--- src/rtl/mmio_io_ctrl_if.sv ---
// mmio_io_ctrl_if
//   CPU-side memory-mapped I/O bus shared by the CPU (master) and the
//   I/O controller (slave).
//   addr       CPU byte address
//   writedata  CPU store data
//   memwrite   CPU store strobe
//   is_io      address falls in the I/O window (addr[8])
//   io_rdata   I/O read data, zero when is_io=0
interface mmio_io_ctrl_if;
  logic [31:0] addr;
  logic [31:0] writedata;
  logic        memwrite;
  logic        is_io;
  logic [31:0] io_rdata;

  modport master (
    output addr,
    output writedata,
    output memwrite,
    input  is_io,
    input  io_rdata
  );

  modport slave (
    input  addr,
    input  writedata,
    input  memwrite,
    output is_io,
    output io_rdata
  );
endinterface

--- src/rtl/mmio_io_ctrl.sv ---
// mmio_io_ctrl
//   Memory-mapped I/O controller between the CPU data bus and the board
//   peripherals: LED register, N-digit 7-seg display, debounced keys and
//   switches, key-press edge capture (write-1-to-clear) and a free-running
//   32-bit cycle timer.
//   Register map (one-hot select bits, valid only when addr[8]=1):
//     LEDS 0x104 (bit2)  HEX 0x108 (bit3)  KEY 0x110 (bit4)
//     SW   0x120 (bit5)  EDGE 0x140 (bit6) TIMER 0x180 (bit7)
// Ports
//   clk      system clock, all state on posedge
//   reset    synchronous, active-high
//   bus      CPU bus (slave modport): addr, writedata, memwrite, is_io, io_rdata
//   sw       raw switches, asynchronous
//   key      raw keys, asynchronous, 0 = pressed
//   ledr     LED register
//   hex_seg  digit i at [7i+6:7i], active-low segments {g,f,e,d,c,b,a}
module mmio_io_ctrl #(
  parameter int LED_W      = 10,
  parameter int SW_W       = 10,
  parameter int KEY_W      = 4,
  parameter int HEX_DIGITS = 6,
  parameter int DB_CYCLES  = 4
) (
  input  logic                    clk,
  input  logic                    reset,
  mmio_io_ctrl_if.slave           bus,
  input  logic [SW_W-1:0]         sw,
  input  logic [KEY_W-1:0]        key,
  output logic [LED_W-1:0]        ledr,
  output logic [7*HEX_DIGITS-1:0] hex_seg
);

  localparam int HEX_W = 4 * HEX_DIGITS;
  localparam int CW    = $clog2(DB_CYCLES + 1);
  localparam logic [CW-1:0] DB_TC = CW'(DB_CYCLES);

  // Active-low 7-segment encoding, bit order {g,f,e,d,c,b,a}.
  function automatic logic [6:0] dec7seg(input logic [3:0] d);
    logic [6:0] s;
    case (d)
      4'h0: s = 7'h40;
      4'h1: s = 7'h79;
      4'h2: s = 7'h24;
      4'h3: s = 7'h30;
      4'h4: s = 7'h19;
      4'h5: s = 7'h12;
      4'h6: s = 7'h02;
      4'h7: s = 7'h78;
      4'h8: s = 7'h00;
      4'h9: s = 7'h10;
      4'hA: s = 7'h08;
      4'hB: s = 7'h03;
      4'hC: s = 7'h46;
      4'hD: s = 7'h21;
      4'hE: s = 7'h06;
      default: s = 7'h0E;
    endcase
    return s;
  endfunction

  // ---------------------------------------------------------------- decode
  logic sel_leds, sel_hex, sel_key, sel_sw, sel_edge, sel_timer;
  logic wr_en;

  assign bus.is_io = bus.addr[8];
  assign sel_leds  = bus.is_io & bus.addr[2];
  assign sel_hex   = bus.is_io & bus.addr[3];
  assign sel_key   = bus.is_io & bus.addr[4];
  assign sel_sw    = bus.is_io & bus.addr[5];
  assign sel_edge  = bus.is_io & bus.addr[6];
  assign sel_timer = bus.is_io & bus.addr[7];
  assign wr_en     = bus.memwrite & bus.is_io;

  logic unused_addr_bits;
  assign unused_addr_bits = ^{bus.addr[31:9], bus.addr[1:0]};

  // ------------------------------------------------------------- registers
  logic [LED_W-1:0] led_q;
  logic [HEX_W-1:0] hex_q;
  logic [KEY_W-1:0] edge_q;
  logic [31:0]      timer_q;

  logic [KEY_W-1:0] key_s1, key_s2, key_db, key_db_nxt;
  logic [SW_W-1:0]  sw_s1, sw_s2, sw_db, sw_db_nxt;
  logic [CW-1:0]    key_cnt     [KEY_W];
  logic [CW-1:0]    key_cnt_nxt [KEY_W];
  logic [CW-1:0]    sw_cnt      [SW_W];
  logic [CW-1:0]    sw_cnt_nxt  [SW_W];
  logic [KEY_W-1:0] key_press;

  // Debounce: counter runs while the synchronised level disagrees with the
  // debounced level and clears as soon as they agree again. The debounced
  // bit flips once the counter has already reached DB_CYCLES and the levels
  // still disagree, so an input held stable flips DB_CYCLES+2 edges after
  // it is first sampled.
  always_comb begin
    key_db_nxt  = key_db;
    key_cnt_nxt = key_cnt;
    for (int i = 0; i < KEY_W; i++) begin
      if (key_s2[i] == key_db[i]) begin
        key_cnt_nxt[i] = '0;
      end else if (key_cnt[i] == DB_TC) begin
        key_db_nxt[i]  = ~key_db[i];
        key_cnt_nxt[i] = '0;
      end else begin
        key_cnt_nxt[i] = key_cnt[i] + 1'b1;
      end
    end
  end

  always_comb begin
    sw_db_nxt  = sw_db;
    sw_cnt_nxt = sw_cnt;
    for (int i = 0; i < SW_W; i++) begin
      if (sw_s2[i] == sw_db[i]) begin
        sw_cnt_nxt[i] = '0;
      end else if (sw_cnt[i] == DB_TC) begin
        sw_db_nxt[i]  = ~sw_db[i];
        sw_cnt_nxt[i] = '0;
      end else begin
        sw_cnt_nxt[i] = sw_cnt[i] + 1'b1;
      end
    end
  end

  // Press = debounced key falling from released (1) to pressed (0).
  assign key_press = key_db & ~key_db_nxt;

  always_ff @(posedge clk) begin
    if (reset) begin
      key_s1 <= '1;
      key_s2 <= '1;
      key_db <= '1;
      sw_s1  <= '0;
      sw_s2  <= '0;
      sw_db  <= '0;
      for (int i = 0; i < KEY_W; i++) key_cnt[i] <= '0;
      for (int i = 0; i < SW_W; i++)  sw_cnt[i]  <= '0;
    end else begin
      key_s1  <= key;
      key_s2  <= key_s1;
      key_db  <= key_db_nxt;
      key_cnt <= key_cnt_nxt;
      sw_s1   <= sw;
      sw_s2   <= sw_s1;
      sw_db   <= sw_db_nxt;
      sw_cnt  <= sw_cnt_nxt;
    end
  end

  always_ff @(posedge clk) begin
    if (reset) begin
      led_q   <= '0;
      hex_q   <= '0;
      edge_q  <= '0;
      timer_q <= '0;
    end else begin
      if (wr_en && sel_leds) led_q <= bus.writedata[LED_W-1:0];
      if (wr_en && sel_hex)  hex_q <= bus.writedata[HEX_W-1:0];

      // A press in the same cycle as a W1C clear wins.
      if (wr_en && sel_edge)
        edge_q <= (edge_q & ~bus.writedata[KEY_W-1:0]) | key_press;
      else
        edge_q <= edge_q | key_press;

      if (wr_en && sel_timer) timer_q <= bus.writedata;
      else                    timer_q <= timer_q + 32'd1;
    end
  end

  // ------------------------------------------------------------------ read
  always_comb begin
    bus.io_rdata = '0;
    if (sel_leds)       bus.io_rdata = 32'(led_q);
    else if (sel_hex)   bus.io_rdata = 32'(hex_q);
    else if (sel_key)   bus.io_rdata = 32'(key_db);
    else if (sel_sw)    bus.io_rdata = 32'(sw_db);
    else if (sel_edge)  bus.io_rdata = 32'(edge_q);
    else if (sel_timer) bus.io_rdata = timer_q;
  end

  // --------------------------------------------------------------- outputs
  assign ledr = led_q;

  for (genvar g = 0; g < HEX_DIGITS; g++) begin : g_digit
    assign hex_seg[7*g +: 7] = dec7seg(hex_q[4*g +: 4]);
  end

endmodule

--- src/flat_wrapper.sv ---
// flat-port wrapper written by rule: the top's interface ports become plain ports
module mmio_io_ctrl_flat 
#(
  parameter int LED_W      = 10,
  parameter int SW_W       = 10,
  parameter int KEY_W      = 4,
  parameter int HEX_DIGITS = 6,
  parameter int DB_CYCLES  = 4
)
  (clk, reset, sw, key, ledr, hex_seg, bus_addr, bus_writedata, bus_memwrite, bus_is_io, bus_io_rdata);
  mmio_io_ctrl_if bus_i ();
  input  logic clk;
  input  logic reset;
  input  logic [SW_W-1:0] sw;
  input  logic [KEY_W-1:0] key;
  output logic [LED_W-1:0] ledr;
  output logic [7*HEX_DIGITS-1:0] hex_seg;
  input wire logic [$bits(bus_i.addr)-1:0] bus_addr;
  input wire logic [$bits(bus_i.writedata)-1:0] bus_writedata;
  input wire logic [$bits(bus_i.memwrite)-1:0] bus_memwrite;
  output wire logic [$bits(bus_i.is_io)-1:0] bus_is_io;
  output wire logic [$bits(bus_i.io_rdata)-1:0] bus_io_rdata;
  assign bus_i.addr = bus_addr;
  assign bus_i.writedata = bus_writedata;
  assign bus_i.memwrite = bus_memwrite;
  assign bus_is_io = bus_i.is_io;
  assign bus_io_rdata = bus_i.io_rdata;
  mmio_io_ctrl #(.LED_W(LED_W), .SW_W(SW_W), .KEY_W(KEY_W), .HEX_DIGITS(HEX_DIGITS), .DB_CYCLES(DB_CYCLES)) u_core (.clk(clk), .reset(reset), .bus(bus_i), .sw(sw), .key(key), .ledr(ledr), .hex_seg(hex_seg));
endmodule
--- config.mk ---
export PLATFORM = sky130hd
export DESIGN_NAME = mmio_io_ctrl_flat
export DESIGN_NICKNAME = d
export VERILOG_FILES = /design/src/rtl/mmio_io_ctrl_if.sv /design/src/rtl/mmio_io_ctrl.sv /design/src/flat_wrapper.sv
export SDC_FILE = /design/constraint.sdc
export NUM_CORES = 1
export LEC_CHECK = 0
export BUFFER_PORTS_ARGS = -buffer_cell sky130_fd_sc_hd__clkbuf_2
export CELL_PAD_IN_SITES_DETAIL_PLACEMENT = 1
export CELL_PAD_IN_SITES_GLOBAL_PLACEMENT = 1
export CORE_AREA = 8 8 160 162
export DETAILED_ROUTE_END_ITERATION = 8
export DIE_AREA = 0 0 168 170
export HOLD_SLACK_MARGIN = 0.06
export PLACE_DENSITY = 0.75
export SLEW_MARGIN = 20
export SYNTH_ARGS = -nofsm -noshare
export SYNTH_HDL_FRONTEND = slang
export SYNTH_SLANG_ARGS = --single-unit
--- constraint.sdc ---
create_clock -name clk -period 3.2 [get_ports clk]
set_input_delay 0.8 -clock clk [delete_from_list [all_inputs] [get_ports clk]]
set_output_delay 0.8 -clock clk [all_outputs]
set_load 0.1 [all_outputs]
# --- Word-level counts from Yosys, hierarchy flattened ---
# Memories as Yosys holds them, arrays and structs flattened. A register that Yosys moved wholly into a read port is not among the register bits.
# Cells that the tools add are included.
classes:
  n_addsub: 15
  eq_ne: 28
  n_mux: 28
  n_bitwise: 37
  reduce_logical: 28
ops:
  columns: ["cell", "count"]
  rows:
  - ["$mux 32", 7]
  - ["$mux 4", 13]
  - ["$add 3x1->3 const B", 14]
  - ["$eq 3x3->1 const B", 14]
  - ["$reduce_or 3->1", 14]
  - ["$add 32x1->32 const B", 1]
  - ["$not 1->1", 24]
  - ["$reduce_and 2->1", 10]
  - ["$eq 1x1->1", 14]
  - ["$and 4x4->4", 2]
  - ["$mux 1", 8]
  - ["$not 4->4", 2]
  - ["$or 4x4->4", 2]
  - ["$and 1x1->1", 7]
  - ["$logic_and 1x1->1", 4]
totals:
  reg_bits: 154
  mem_bits_ro: 672
  output_inout_bits: 85
  word_cells: 175
  memories: 6
memory_table:
  columns: ["name", "words", "width", "read_ports", "rd_clocked_by_memory_dff", "write_ports", "line", "rtl"]
  rows:
  - ["(name not given)", 16, 7, 1, 1, 0, "mmio_io_ctrl.sv:40", "case (d)"]
  - ["(name not given)", 16, 7, 1, 1, 0, "mmio_io_ctrl.sv:40", null]
  - ["(name not given)", 16, 7, 1, 1, 0, "mmio_io_ctrl.sv:40", null]
  - ["(name not given)", 16, 7, 1, 1, 0, "mmio_io_ctrl.sv:40", null]
  - ["(name not given)", 16, 7, 1, 1, 0, "mmio_io_ctrl.sv:40", null]
  - ["(name not given)", 16, 7, 1, 1, 0, "mmio_io_ctrl.sv:40", null]

# --- Longest topological paths before layout ---
# Gate-level depths: netlist (run 1).
depth:
  word_depth: 7
  mapped_depth: 10

# --- Worst setup path before layout (run 1) ---
# No wires, ideal clock.
synth_path:
  path_kind: "input port to output port"
  startpoint: "input bus_addr[3]"
  endpoint: "output bus_io_rdata[4]"
  arrival_time_ps: 3673
  required_ps: 2400
  slack_ps: -1273
  path_stages: 5
  path_buffers: 2
  path_cell_list: "clkbuf_1 > and2_1 > clkbuf_1 > a21oi_1 > o21ai_0"
synth_via:
  elab_chain_cells: 3
synth_rtl:
  columns: ["item", "line", "rtl"]
  rows:
  - ["start, declared", "flat_wrapper.sv:18", "input wire logic [$bits(bus_i.addr)-1:0] bus_addr;"]
  - ["$and 1x1->1", "mmio_io_ctrl.sv:67", "assign sel_hex = bus.is_io & bus.addr[3];"]
  - ["$mux 32", "mmio_io_ctrl.sv:176", "else if (sel_hex) bus.io_rdata = 32'(hex_q);"]
  - ["$mux 32", "mmio_io_ctrl.sv:175", "if (sel_leds) bus.io_rdata = 32'(led_q);"]
  - ["end, declared", "flat_wrapper.sv:22", "output wire logic [$bits(bus_i.io_rdata)-1:0] bus_io_rdata;"]
# No other way between the ends.

# --- Final worst setup path (run 1) ---
layout_path:
  startpoint: "input bus_addr[6]"
  endpoint: "output bus_io_rdata[13]"
layout_via:
  elab_chain_cells: 6
layout_rtl:
  columns: ["item", "line", "rtl"]
  rows:
  - ["$and 1x1->1", "mmio_io_ctrl.sv:70", "assign sel_edge = bus.is_io & bus.addr[6];"]
  - ["$mux 32", "mmio_io_ctrl.sv:179", "else if (sel_edge) bus.io_rdata = 32'(edge_q);"]
  - ["$mux 32", "mmio_io_ctrl.sv:178", "else if (sel_sw) bus.io_rdata = 32'(sw_db);"]
  - ["$mux 32", "mmio_io_ctrl.sv:177", "else if (sel_key) bus.io_rdata = 32'(key_db);"]
  - ["$mux 32", "mmio_io_ctrl.sv:176", null]
  - ["$mux 32", "mmio_io_ctrl.sv:175", null]
# No other way between the ends.

==> impl_metrics.env, run 1 <==
export IMPL_r2r_start="u_core.timer_q[0]"
export IMPL_grt_antenna_before_repair=0
export IMPL_cts_setup_buffers=0
export IMPL_drc=0
export IMPL_synth_flop_cell="dfxtp_1"
export IMPL_r2r_end="u_core.timer_q[20]"
export IMPL_max_cap_violations=0
export IMPL_cp_required_ns=2.40
export IMPL_finalCritPeriodShare_pct=97.3
export IMPL_cts_tree="done"
export IMPL_synth_area_top_cells="dfxtp_1, ha_1, nand2_1"
export IMPL_crit_type="in -> out"
export IMPL_num_antenna_cells=0
export IMPL_totalPowerFinal_uw=5530
export IMPL_whs_path_depth=1
export IMPL_tightest_slew_ns=0.865
export IMPL_synth_area_leader_cell="dfxtp_1"
export IMPL_cts_resized_gates=0
export IMPL_cp_end_kind="output pin"
export IMPL_hp_class="reg -> reg"
export IMPL_synth_mux_area_share_pct=5.63
export IMPL_gp_congestion=0.837
export IMPL_synth_xor_area_share_pct=4.05
export IMPL_syn_to_final_growth_pct=24.4
export IMPL_dpl_cell_count=1487
export IMPL_ys_warn_count=0
export IMPL_power_leakage_uw=0.00470
export IMPL_rsz0062_at_grt="no"
export IMPL_avgSynthCellArea_sq_um=8.81
export IMPL_synth_common_cells="dfxtp_1, nand2_1, nor2_1, a21oi_1, ha_1"
export IMPL_skew_ns=0.0116
export IMPL_netlist_area_sq_mm=0.00952
export IMPL_gr_total_overflow=0
export IMPL_synth_edf_count=0
export IMPL_via_per_inst=5.41
export IMPL_synth_compound_area_share_pct=13.5
export IMPL_htreeDepth=4
export IMPL_yosysMostFrequentCell="dfxtp_1"
export IMPL_die_y_um=170
export IMPL_peakVddDrop_mv=0.268
export IMPL_dp_hpwl_mm=21.0
export IMPL_ant_nets=0
export IMPL_grt_pass1_vias=8819
export IMPL_synthAdderAreaFrac_pct=8.54
export IMPL_netlist_cell_type_count=54
export IMPL_fin_crit_ns=3.11
export IMPL_reg2reg_depth=6
export IMPL_num_io_pins=166
export IMPL_status="completed"
export IMPL_io_buffers=140
export IMPL_yosysSeqAreaShare_pct=41.2
export IMPL_synth_top_family_by_area="simple AND/OR/NAND/NOR gates"
export IMPL_clkLatencyLatePin_ns=0.44
export IMPL_hold_viol=0
export IMPL_r2r_slack_ns=0.95
export IMPL_cts_sinks=196
export IMPL_cts_root_buf="clkbuf_16"
export IMPL_worstPathMaxFanout=22
export IMPL_grt_use_total_pct=19.5
export IMPL_cts_clk_slew_worst_paths_ns=0.07
export IMPL_hold_path_end="u_core.key_s2[2]"
export IMPL_die_x_um=168
export IMPL_drtPass1Iterations=5
export IMPL_maxSlewViolCount=0
export IMPL_grt_max_degree=44
export IMPL_drt_initial_drc_count=312
export IMPL_clock_path_buffers=2
export IMPL_drive_gt1_share_pct=21.7
export IMPL_wl_per_cell_um=18.2
export IMPL_fmax_mhz=321
export IMPL_core_sq_mm=0.0231
export IMPL_setup_viol=0
export IMPL_wl_mm=27.7
export IMPL_die_area_sq_mm=0.0286
export IMPL_yosysTopAreaCellShare_pct=41.2
export IMPL_arrival_ns=2.31
export IMPL_vias=8209
export IMPL_cts_hold_buf=0
export IMPL_synthSimpleGateAreaFrac_pct=22.2
export IMPL_max_slew_margin_rel_pct=41.9
export IMPL_finalNonFillerCells=1518
export IMPL_numCtsBuffers=17
export IMPL_cp_start_kind="input port"
export IMPL_syn_inst=1081
export IMPL_rows=56
export IMPL_nets=1362
export IMPL_hold_start="u_core.key_s1[2]"
export IMPL_ys_ff_latch=196
export IMPL_start_util_pct=41.3
export IMPL_syn_num_nets=1227
export IMPL_grt_pass1_wl_mm=45.0
export IMPL_p_per_area_mw_per_mm2=467
export IMPL_synth_async_sr_flop_share_pct=0
cell families after synthesis:
group | Yosys count
mux | 46
fa+ha+maj | 65
xor+xnor | 44
flops | 196
buf+inv | 114
simple gates | 416
compound gates | 200
worst max path at each step:
| stage | start | end | slack [ns] | cells past startpoint |
|---|---|---|---|---|
| 2_1_floorplan | bus_addr[3] | bus_io_rdata[12] | -0.14 | 5 |
| 3_3_place_gp | bus_addr[6] | bus_io_rdata[13] | 0.18 | 8 |
| 3_5_place_dp | bus_addr[6] | bus_io_rdata[13] | 0.12 | 8 |
| 4_1_cts | bus_addr[6] | bus_io_rdata[13] | 0.11 | 8 |
| 5_1_grt | bus_addr[6] | bus_io_rdata[13] | 0.006 | 8 |
| 6_report | bus_addr[6] | bus_io_rdata[13] | 0.09 | 8 |
sequential cells by signal, indices dropped and copies added, names as in the netlist:
name	flops
u_core.edge_q	4
u_core.hex_q	24
u_core.hex_seg	42
u_core.key_cnt	12
u_core.key_db	4
u_core.key_s1	4
u_core.key_s2	4
u_core.ledr	10
u_core.sw_cnt	30
u_core.sw_db	10
u_core.sw_s1	10
u_core.sw_s2	10
u_core.timer_q	32
cells in the final DEF (no fill, tap or decap), types with 6 or more instances in the layout:
cell type  count
a211oi_1      29
a21oi_1       71
a22oi_1       18
a31oi_1        7
and2_1         6
and3_1        47
buf_12        37
buf_4         28
clkbuf_16     17
clkbuf_2     107
dfxtp_1      196
ha_1          65
inv_1         57
mux2i_1       40
mux4_2         6
nand2_1      122
nand3_1       30
nand3b_1      13
nand4_1       12
nor2_1        71
nor2_2         8
nor2_4        11
nor2b_1       23
nor3_1        19
nor3b_1        8
o21ai_0       22
o22ai_1       19
or2_2         14
or3_1          7
xnor2_1       26
xor2_1        18
power by group:
group          internal (uW)  switching (uW)
sequential              2530            65.6
combinational            227             604
clock                   1110             992
area by class of cell:
class,instances,area (sq um)
Tap cell,290,363
Sequential cell,196,3920
Clock buffer,19,443
Inverter,58,218
Timing Repair Buffer,172,1490
Clock inverter,12,123
Fill cell,2675,11200
Multi-Input combinational cell,771,5290
metal layers:
metal	GRT usage (%)	wire, um
met5	0	0
met4	5.90	585
met3	5.54	1340
met2	36.4	14300
met1	21.1	11500
worst max-delay path: stages:
cell and delay (ns):
clkbuf_2 0.14, nor2b_1 0.27, nand3b_1 0.15, nor3_2 0.22, buf_12 0.21, a22oi_1 0.11, nor2_2 0.20, buf_12 0.21
through the flow:
stage | setup WS (ns) | setup TNS [ns] | area [sq um] | hold WS, ns | util (%)
2_1_floorplan | -0.138 | -0.279 | 9670 | 0.389 | -
3_3_place_gp | 0.182 | 0 | 11300 | 0.394 | 48.9
3_5_place_dp | 0.118 | 0 | 11300 | 0.397 | 48.9
4_1_cts | 0.105 | 0 | 11800 | 0.416 | 51.4
5_1_grt | 0.00621 | 0 | 11800 | 0.434 | 51.4
6_report | 0.0861 | 0 | 11800 | 0.411 | 51.4
No activity file was read; power rests on OpenSTA's default activity.
==> run 2, diff against run 1 <==
- CELL_PAD_IN_SITES_DETAIL_PLACEMENT: 1 -> 2
- CELL_PAD_IN_SITES_GLOBAL_PLACEMENT: 1 -> 2
- CORE_AREA: 8 8 160 162 -> 8 8 177 179
- DIE_AREA: 0 0 168 170 -> 0 0 185 187
==> run 2 against run 1 <==
Effect of this change: first-iteration DRC count increased by 6.1%; worst hold slack improved by 0.0032 ns; cell count grew 6.3%; sequential share of layout area decreased by 0.42 points; maximum frequency increased by 2.8%; wire length is 14% higher; die area up 21%; clock skew rose by 0.0051 ns; highest routed layer unchanged.
==> impl_metrics.env, run 2 (synthesis gave the netlist of run 1 again) <==
export IMPL_fin_crit_ns=3.03
export IMPL_cp_required_ns=2.40
export IMPL_vias=8328
export IMPL_seq_area_sq_mm=0.00392
export IMPL_fmax_mhz=330
export IMPL_grt_use_total_pct=18.4
export IMPL_drc=0
export IMPL_max_slew_margin_rel_pct=48.0
export IMPL_gp_congestion=0.805
export IMPL_final_setup_worst_slack_ns=0.170
export IMPL_syn_to_final_growth_pct=26.1
export IMPL_die_area_sq_mm=0.0346
export IMPL_layout_commonest_cell="dfxtp_1"
export IMPL_gr_total_overflow=0
export IMPL_wl_per_cell_um=19.6
export IMPL_clkLatencyLatePin_ns=0.44
export IMPL_die_x_um=185
export IMPL_layout_common_cells="dfxtp_1, nand2_1, clkbuf_2"
export IMPL_dpl_cell_count=1582
export IMPL_finalNonFillerCells=1614
export IMPL_cts_resized_gates=0
export IMPL_htreeDepth=4
export IMPL_cp_end_kind="output pin"
export IMPL_grt_pass1_vias=9254
export IMPL_grt_pass1_wl_mm=50.9
export IMPL_clock_path_buffers=2
export IMPL_pre_cts_slack_ns=0.110
export IMPL_multi_input_area_sq_mm=0.00529
export IMPL_cts_clk_slew_worst_paths_ns=0.09
export IMPL_place_area_sq_mm=0.0114
export IMPL_crit_type="in -> out"
export IMPL_hold_viol=0
export IMPL_finalCritPeriodShare_pct=94.7
export IMPL_grt_antenna_before_repair=0
export IMPL_drt_initial_drc_count=331
export IMPL_p_per_area_mw_per_mm2=471
export IMPL_setup_viol=0
export IMPL_cp_start_kind="input port"
export IMPL_grt_max_degree=67
export IMPL_hp_class="reg -> reg"
export IMPL_rsz0062_at_grt="no"
export IMPL_max_cap_violations=0
export IMPL_nets=1363
export IMPL_drive_gt1_share_pct=22.0
export IMPL_die_y_um=187
export IMPL_via_per_inst=5.16
export IMPL_cts_tree="done"
export IMPL_core_sq_mm=0.0284
export IMPL_num_io_pins=166
export IMPL_arrival_ns=2.23
export IMPL_numCtsBuffers=17
export IMPL_power_leakage_uw=0.00472
export IMPL_wl_mm=31.6
export IMPL_cts_setup_buffers=0
export IMPL_rows=62
export IMPL_tightest_slew_ns=0.777
export IMPL_cts_sinks=196
export IMPL_start_util_pct=33.5
export IMPL_peakVddDrop_mv=0.335
export IMPL_num_antenna_cells=0
export IMPL_maxSlewViolCount=0
export IMPL_tns_ns=0
export IMPL_drtPass1Iterations=4
export IMPL_fillers=3159
export IMPL_worstPathMaxFanout=6
export IMPL_io_buffers=140
export IMPL_fin_area_sq_mm=0.0120
export IMPL_dp_hpwl_mm=23.6
export IMPL_ant_nets=0
export IMPL_cts_root_buf="clkbuf_16"
export IMPL_largest_register_ffs=42
export IMPL_cts_hold_buf=0
export IMPL_skew_ns=0.0168
export IMPL_status="completed"
## run 2: path summary, 6_finish.rpt
kind / startpoint / to / slack (ns) / cells after the start
worst min-delay path: u_core.key_s1[0] / u_core.key_s2[0] / 0.41 / 1
worst min register to register: u_core.key_s1[0] / u_core.key_s2[0] / 0.41 / 1
worst max-delay path: bus_addr[3] / bus_io_rdata[8] / 0.17 / 7
worst max register to register: u_core.timer_q[0] / u_core.timer_q[18] / 1.00 / 5
## run 2: cell type report
type                       instances  share of cell area, %
multi-input combinational        771                   44.1
sequential                       196                   32.7
timing repair buffer             173                   12.4
tap                              384                   4.00
clock buffer                      17                   3.55
inverter                          58                   1.81
clock inverter                    15                   1.48
## run 2: report_power, final
part	internal (uW)	switching, uW
Clock	1060	1140
Sequential	2530	68.5
Combinational	226	616
## run 2: per-layer routing
metal	vias up	wire [um]	track usage [%]	share of wire (%)
met5	-	0	0	0
met4	0	503	5.14	1.6
met3	30	864	2.89	2.7
met2	104	17000	34.7	54
met1	4187	13200	20.8	42
li1	4007	-	-	-
## run 2: critical path: stages
cell,delay [ns]
clkbuf_2,0.13
o21ai_0,0.30
nand2_1,0.28
a21oi_1,0.25
a21oi_1,0.10
o21ai_4,0.17
buf_12,0.19
## run 2: stage by stage
| stage | util (%) | hold slack (ns) | total power, uW |
|---|---|---|---|
| 2_1_floorplan | - | 0.389 | 3240 |
| 3_3_place_gp | 40.1 | 0.399 | 3480 |
| 3_5_place_dp | 40.1 | 0.397 | 3500 |
| 4_1_cts | 42.3 | 0.418 | 5710 |
| 5_1_grt | 42.3 | 0.435 | 5860 |
| 6_report | 42.3 | 0.414 | 5650 |
